--- config.mk ---
export PLATFORM = sky130hd
export DESIGN_NAME = pll_lock_sequencer
export DESIGN_NICKNAME = d
export VERILOG_FILES = /design/src/rtl/pll_seq_pkg.sv /design/src/rtl/sync_2ff.sv /design/src/rtl/pll_lock_sequencer.sv
export SDC_FILE = /design/constraint.sdc
export NUM_CORES = 1
export LEC_CHECK = 0
export CAP_MARGIN = 20
export CELL_PAD_IN_SITES_DETAIL_PLACEMENT = 1
export CELL_PAD_IN_SITES_GLOBAL_PLACEMENT = 1
export CORE_MARGIN = 2
export CORE_UTILIZATION = 25
export DETAILED_ROUTE_END_ITERATION = 16
export MAX_ROUTING_LAYER = met4
export PLACE_DENSITY_LB_ADDON = 0.1
export SYNTH_ARGS = -nofsm -noshare
export SYNTH_HDL_FRONTEND = slang
export SYNTH_SLANG_ARGS = --single-unit
--- constraint.sdc ---
create_clock -name clk -period 2.5 [get_ports clk]
set_input_delay 0.5 -clock clk [delete_from_list [all_inputs] [get_ports clk]]
set_output_delay 0.5 -clock clk [all_outputs]
set_load 0.01 [all_outputs]
--- src/rtl/pll_seq_pkg.sv ---
// Shared types and defaults for the PLL lock sequencer: state encoding, output bundle, default timing constants.
// Pure declarations: no latency, no flow control.
package pll_seq_pkg;

  localparam int DEF_RST_PULSE_CYCLES    = 16;
  localparam int DEF_LOCK_TIMEOUT_CYCLES = 120000;
  localparam int DEF_LOCK_STABLE_CYCLES  = 1200;
  localparam int DEF_MAX_RETRIES         = 3;
  localparam int DEF_CNT_WIDTH           = 20;
  localparam int LOCK_LOSS_CNT_WIDTH     = 8;

  typedef enum logic [2:0] {
    ST_ASSERT_RST = 3'd0,
    ST_WAIT_LOCK  = 3'd1,
    ST_STABILIZE  = 3'd2,
    ST_RUN        = 3'd3,
    ST_FAIL       = 3'd4
  } state_e;

  typedef struct packed {
    logic pll_rst;
    logic sys_reset_n;
    logic locked;
    logic fail;
  } ctl_t;

  // Output levels that hold for the whole time the FSM sits in a state.
  function automatic ctl_t state_ctl(input state_e s);
    ctl_t c;
    c.pll_rst     = (s == ST_ASSERT_RST) || (s == ST_FAIL);
    c.sys_reset_n = (s == ST_RUN);
    c.locked      = (s == ST_RUN);
    c.fail        = (s == ST_FAIL);
    return c;
  endfunction

endpackage

--- src/rtl/sync_2ff.sv ---
// Generic two-flop synchronizer for slow level signals crossing into clk.
// Latency: 2 clk cycles; no flow control, level in / level out.
module sync_2ff #(
  parameter int               WIDTH   = 1,
  parameter logic [WIDTH-1:0] RST_VAL = '0
) (
  input  logic             clk,
  input  logic             rst_n,
  input  logic [WIDTH-1:0] d,
  output logic [WIDTH-1:0] q
);

  logic [WIDTH-1:0] meta;

  always_ff @(posedge clk or negedge rst_n) begin
    if (!rst_n) begin
      meta <= RST_VAL;
      q    <= RST_VAL;
    end else begin
      meta <= d;
      q    <= meta;
    end
  end

endmodule

--- src/rtl/pll_lock_sequencer.sv ---
// PLL supervisor on the reference clock: pulses PLL reset, waits for and qualifies LOCK, releases system reset, bounded retries.
// Outputs registered, updated on the deciding edge (pll_lock adds 2 sync cycles); no backpressure, soft_restart overrides every transition.
module pll_lock_sequencer
  import pll_seq_pkg::*;
#(
  parameter int  RST_PULSE_CYCLES    = DEF_RST_PULSE_CYCLES,
  parameter int  LOCK_TIMEOUT_CYCLES = DEF_LOCK_TIMEOUT_CYCLES,
  parameter int  LOCK_STABLE_CYCLES  = DEF_LOCK_STABLE_CYCLES,
  parameter int  MAX_RETRIES         = DEF_MAX_RETRIES,
  parameter int  CNT_WIDTH           = DEF_CNT_WIDTH,
  localparam int RETRY_W             = $clog2(MAX_RETRIES + 1)
) (
  input  logic                           clk,
  input  logic                           reset_n,
  input  logic                           soft_restart,
  input  logic                           pll_lock,
  output logic                           pll_rst,
  output logic                           sys_reset_n,
  output logic                           locked,
  output logic                           fail,
  output logic [RETRY_W-1:0]             retry_count,
  output logic [LOCK_LOSS_CNT_WIDTH-1:0] lock_loss_count,
  output logic [2:0]                     state_dbg
);

  localparam logic [CNT_WIDTH-1:0] PULSE_LAST   = CNT_WIDTH'(RST_PULSE_CYCLES - 1);
  localparam logic [CNT_WIDTH-1:0] TIMEOUT_LAST = CNT_WIDTH'(LOCK_TIMEOUT_CYCLES - 1);
  localparam logic [CNT_WIDTH-1:0] STABLE_LAST  = CNT_WIDTH'(LOCK_STABLE_CYCLES - 1);
  localparam logic [CNT_WIDTH-1:0] CNT_ONE      = CNT_WIDTH'(1);
  localparam logic [RETRY_W-1:0]   LAST_TRY     = RETRY_W'(MAX_RETRIES - 1);
  localparam logic [RETRY_W-1:0]   RETRY_ONE    = RETRY_W'(1);
  localparam logic [LOCK_LOSS_CNT_WIDTH-1:0] LOSS_ONE = LOCK_LOSS_CNT_WIDTH'(1);

  state_e                         state;
  logic [CNT_WIDTH-1:0]           cnt;
  ctl_t                           ctl;
  logic                           lock_s;
  state_e                         retry_dest;
  logic [LOCK_LOSS_CNT_WIDTH-1:0] loss_next;

  sync_2ff #(
    .WIDTH   (1),
    .RST_VAL (1'b0)
  ) u_lock_sync (
    .clk   (clk),
    .rst_n (reset_n),
    .d     (pll_lock),
    .q     (lock_s)
  );

  // Where a failed attempt lands: another reset pulse, or FAIL once the budget is spent.
  assign retry_dest = (retry_count == LAST_TRY) ? ST_FAIL : ST_ASSERT_RST;
  assign loss_next  = (lock_loss_count == '1) ? lock_loss_count : lock_loss_count + LOSS_ONE;

  always_ff @(posedge clk or negedge reset_n) begin
    if (!reset_n) begin
      state           <= ST_ASSERT_RST;
      cnt             <= '0;
      ctl             <= state_ctl(ST_ASSERT_RST);
      retry_count     <= '0;
      lock_loss_count <= '0;
    end else if (soft_restart) begin
      state       <= ST_ASSERT_RST;
      cnt         <= '0;
      ctl         <= state_ctl(ST_ASSERT_RST);
      retry_count <= '0;
    end else begin
      case (state)
        ST_ASSERT_RST: begin
          if (cnt == PULSE_LAST) begin
            state <= ST_WAIT_LOCK;
            cnt   <= '0;
            ctl   <= state_ctl(ST_WAIT_LOCK);
          end else begin
            cnt <= cnt + CNT_ONE;
          end
        end
        ST_WAIT_LOCK: begin
          if (lock_s) begin
            state <= ST_STABILIZE;
            cnt   <= '0;
            ctl   <= state_ctl(ST_STABILIZE);
          end else if (cnt == TIMEOUT_LAST) begin
            state       <= retry_dest;
            cnt         <= '0;
            ctl         <= state_ctl(retry_dest);
            retry_count <= retry_count + RETRY_ONE;
          end else begin
            cnt <= cnt + CNT_ONE;
          end
        end
        ST_STABILIZE: begin
          if (!lock_s) begin
            state       <= retry_dest;
            cnt         <= '0;
            ctl         <= state_ctl(retry_dest);
            retry_count <= retry_count + RETRY_ONE;
          end else if (cnt == STABLE_LAST) begin
            state       <= ST_RUN;
            cnt         <= '0;
            ctl         <= state_ctl(ST_RUN);
            retry_count <= '0;
          end else begin
            cnt <= cnt + CNT_ONE;
          end
        end
        ST_RUN: begin
          if (!lock_s) begin
            state           <= ST_ASSERT_RST;
            cnt             <= '0;
            ctl             <= state_ctl(ST_ASSERT_RST);
            lock_loss_count <= loss_next;
          end
        end
        ST_FAIL: begin
        end
        default: begin
          state <= ST_ASSERT_RST;
          cnt   <= '0;
          ctl   <= state_ctl(ST_ASSERT_RST);
        end
      endcase
    end
  end

  assign pll_rst     = ctl.pll_rst;
  assign sys_reset_n = ctl.sys_reset_n;
  assign locked      = ctl.locked;
  assign fail        = ctl.fail;
  assign state_dbg   = state;

endmodule

==> impl_metrics.py <==
metrics = {
    "status": {
        "status": "finished, final reports clean",
    },
    "timing": {
        "skew_ns": 0.00942,
        "period_needed_ns": 2.22,
        "fin_setup_tns_ns": 0,
        "tightestPinTransition_ns": 0.853,
        "finalHoldViolations": 0,
        "setup_slack_ns": 0.282,
        "finalCritPeriodShare_pct": 88.7,
        "rsz0062_at_grt": "no",
        "fmax_mhz": 451,
        "setup_viol": 0,
        "maxSlewViolCount": 0,
        "max_slew_margin_pct": 43.2,
    },
    "global_route": {
        "grt_max_degree": 38,
        "grt_pass1_wl_mm": 9.55,
        "met3_usage_pct": 2.45,
        "grt_overflow": 0,
        "antenna_found_initial": 0,
        "top_usage_layer": "met2",
        "use_met2_pct": 19.9,
        "grt_util_met1_pct": 17.4,
        "grt_usage_pct": 12.9,
        "grt_pass1_vias": 1851,
    },
    "cells_and_area": {
        "nets": 251,
        "post_route_cells_drive_above_1_share_pct": 14.7,
        "multi_input_area_um2": 1140,
        "regArea_um2": 927,
        "fin_area_um2": 2570,
        "num-fill-cells": 963,
        "final_util_pct": 31.0,
        "diodes": 0,
        "area_delta_synth_final_pct": 18.8,
    },
    "synthesis": {
        "synth_ff_type": "dfrtp_1",
        "syn_area_per_cell_um2": 9.85,
        "syn-cell-area_um2": 2170,
        "synthMuxAreaShare_pct": 1.91,
        "synth_cells": 220,
        "synth_edf_count": 0,
        "synth_top_family_by_area": "simple AND/OR/NAND/NOR gates",
        "synthDistinctLibCells": 53,
        "synth_compound_area_share_pct": 18.1,
        "synthAdderAreaFrac_pct": 1.73,
        "synth_xor_area_share_pct": 3.64,
        "synth_simple_gate_area_share_pct": 27.0,
        "syn_nets": 227,
        "async_reset_ff_share_pct": 100,
        "ys_seq_elements": 37,
        "yosysWarningCount": 0,
        "synth.area.top_cells": "dfrtp_1 42%, nand2_1 3.5%, nand3_1 3.0%, a21o_1 2.8%, a21oi_1 2.3%",
        "ys_seq_area_share_pct": 42.8,
        "synth_top_area_share_pct": 41.6,
        "yosysTopAreaCell": "dfrtp_1",
    },
    "drt": {
        "wl_per_cell_um": 16.0,
        "vias": 1728,
        "route.detailed.drc": 0,
        "drt-initial-drc-count": 78,
        "drt-total-wl_mm": 5.60,
        "vias_per_cell": 4.94,
        "dr.pass1.iters": 4,
        "ant_nets": 0,
    },
    "clocking": {
        "cts_buffers": 5,
        "cts.repair.resized": 0,
        "postCtsSetupBuffers": 0,
        "clkTransAtPathRegs_ns": 0.09,
        "h-tree-depth": 2,
        "clock_sinks": 37,
        "cts_tree": "built",
        "clkLatencyLatePin_ns": 0.30,
        "holdBufCountCts": 0,
        "clockBufferDepth": 2,
        "root_buffer": "clkbuf_8",
    },
    "pwr": {
        "power_frac_comb_pct": 4.7,
        "p_int_w": 0.000820,
        "pwr-share-seq_pct": 54.9,
        "p_per_area_nw_per_um2": 432,
        "leakage_nw": 1.12,
        "clkPwrFrac_pct": 40.4,
        "ir_drop_mv": 0.185,
        "netSwitchingFraction_pct": 26.2,
        "p_sw_w": 0.000291,
    },
    "die": {
        "rows": 33,
        "fp.dieH_um": 97.1,
        "die-area_um2": 9430,
        "pin_count": 21,
        "core_um2": 8300,
        "start_util_pct": 26.1,
        "die_w_um": 97.1,
    },
    "worst_setup_path": {
        "critPathMaxStageDelay_ns": 0.41,
        "worstSetupPathType": "register to register",
        "required_ns": 2.69,
        "crit_fanout": 23,
        "critPathLaunchType": "register",
        "rr_worst_depth": 7,
        "crit_chain": "ha_1, and3_1, nand3_1, o31ai_4, a31o_4, o21ai_2, a22o_1",
        "end_kind": "register",
        "arrival_ns": 2.41,
        "critical-path-slowest-cell": "dfrtp_1",
    },
    "placed_design": {
        "place_congestion": 0.699,
        "hpwl_mm": 4.07,
        "placed_cell_area_um2": 2480,
        "dp_slack_ns": 0.124,
        "port_buffers": 20,
    },
    "run": {
        "cap_violations": 0,
    },
    "min_path": {
        "min_path_type": "primary input to async pin",
    },
}
[layer usage]
layer / up-vias / share of wire, %
li1: 852 / -
met1: 858 / 51
met2: 13 / 47
met3: 5 / 1.8
met4: 0 / 1.1
met5: - / 0
[sequential cells by signal (all words and copies together), names as in the netlist]
name / flops
state_dbg: 2
u_lock_sync.meta: 1
retry_count: 2
sys_reset_n: 1
fail: 1
lock_loss_count: 8
cnt: 20
u_lock_sync.q: 1
pll_rst: 1
[stage by stage]
step	hold slack [ns]	instances	power [W]
global placement	0.333	342	0.000677
global route	0.365	350	0.00117
floorplan	0.204	220	0.000651
finish	0.306	350	0.00111
detailed placement	0.336	342	0.000676
CTS	0.342	350	0.00114
[cells in the mapped netlist, drive strengths merged (2+ instances only)]
cell,number
dfrtp,36
nand2,20
o21ai,18
nand3,13
nor2,11
a21oi,10
nor3,10
inv,9
a21o,8
and3,8
buf,8
nand4,8
nand2b,5
nor3b,5
or3,5
xnor2,5
a31oi,4
nor4,4
xor2,4
clkbuf,3
ha,3
mux2i,3
a22o,2
o31ai,2
o41ai,2
[logic make-up after synthesis]
kind of cell               after synthesis
and+or+nand+nor                         94
AOI/OAI and AO/OA                       53
DFF                                     37
buffers and inverters                   20
xor gates and xnor gates                 9
muxes                                    4
adders and majority gates                3
[path summary, 6_finish.rpt]
path	endpoint	slack [ns]	from
setup reg to reg	cnt[10]	0.28	cnt[0]
hold reg to reg	u_lock_sync.q	0.35	u_lock_sync.meta
max in group asynchronous	cnt[4]	1.66	reset_n
hold / removal	cnt[15]	0.31	reset_n
min in group clk	u_lock_sync.q	0.35	u_lock_sync.meta
setup / recovery	cnt[10]	0.28	cnt[0]
[power by group through the flow]
| stage | combinational (W) | clock (W) | sequential [W] |
|---|---|---|---|
| floorplan | 0.0000305 | 0 | 0.000620 |
| detailed placement | 0.0000544 | 0 | 0.000622 |
| global placement | 0.0000547 | 0 | 0.000622 |
| finish | 0.0000524 | 0.000449 | 0.000610 |
| CTS | 0.0000547 | 0.000471 | 0.000610 |
| global route | 0.0000600 | 0.000498 | 0.000612 |
[cells in the final DEF (no fill, tap or decap), types with 6 or more instances in the layout]
master / n
inv_1: 9
o21ai_0: 6
clkdlybuf4s50_1: 19
o21ai_1: 10
nor2_1: 11
nor3_1: 9
dfrtp_1: 36
nand4_1: 7
nand3_1: 13
buf_4: 8
nand2_1: 20
a21oi_1: 10
and3_1: 8
a21o_1: 8
[cell type report]
cell class	instances	share of cell area, %
clock inverters	3	0.826
flip-flops and latches	37	36.0
inverters	9	1.31
well taps	105	5.10
clock buffers	5	2.67
repair buffers	28	9.92
multi-input cells	163	44.1
[critical path, delay by kind of cell (launching register included)]
family	cells	cell delay, ns
adders and majority gates	1	0.24
DFF	1	0.41
AOI/OAI and AO/OA	4	1.03
and+or+nand+nor	2	0.43
No activity file was read; power rests on OpenSTA's default activity.
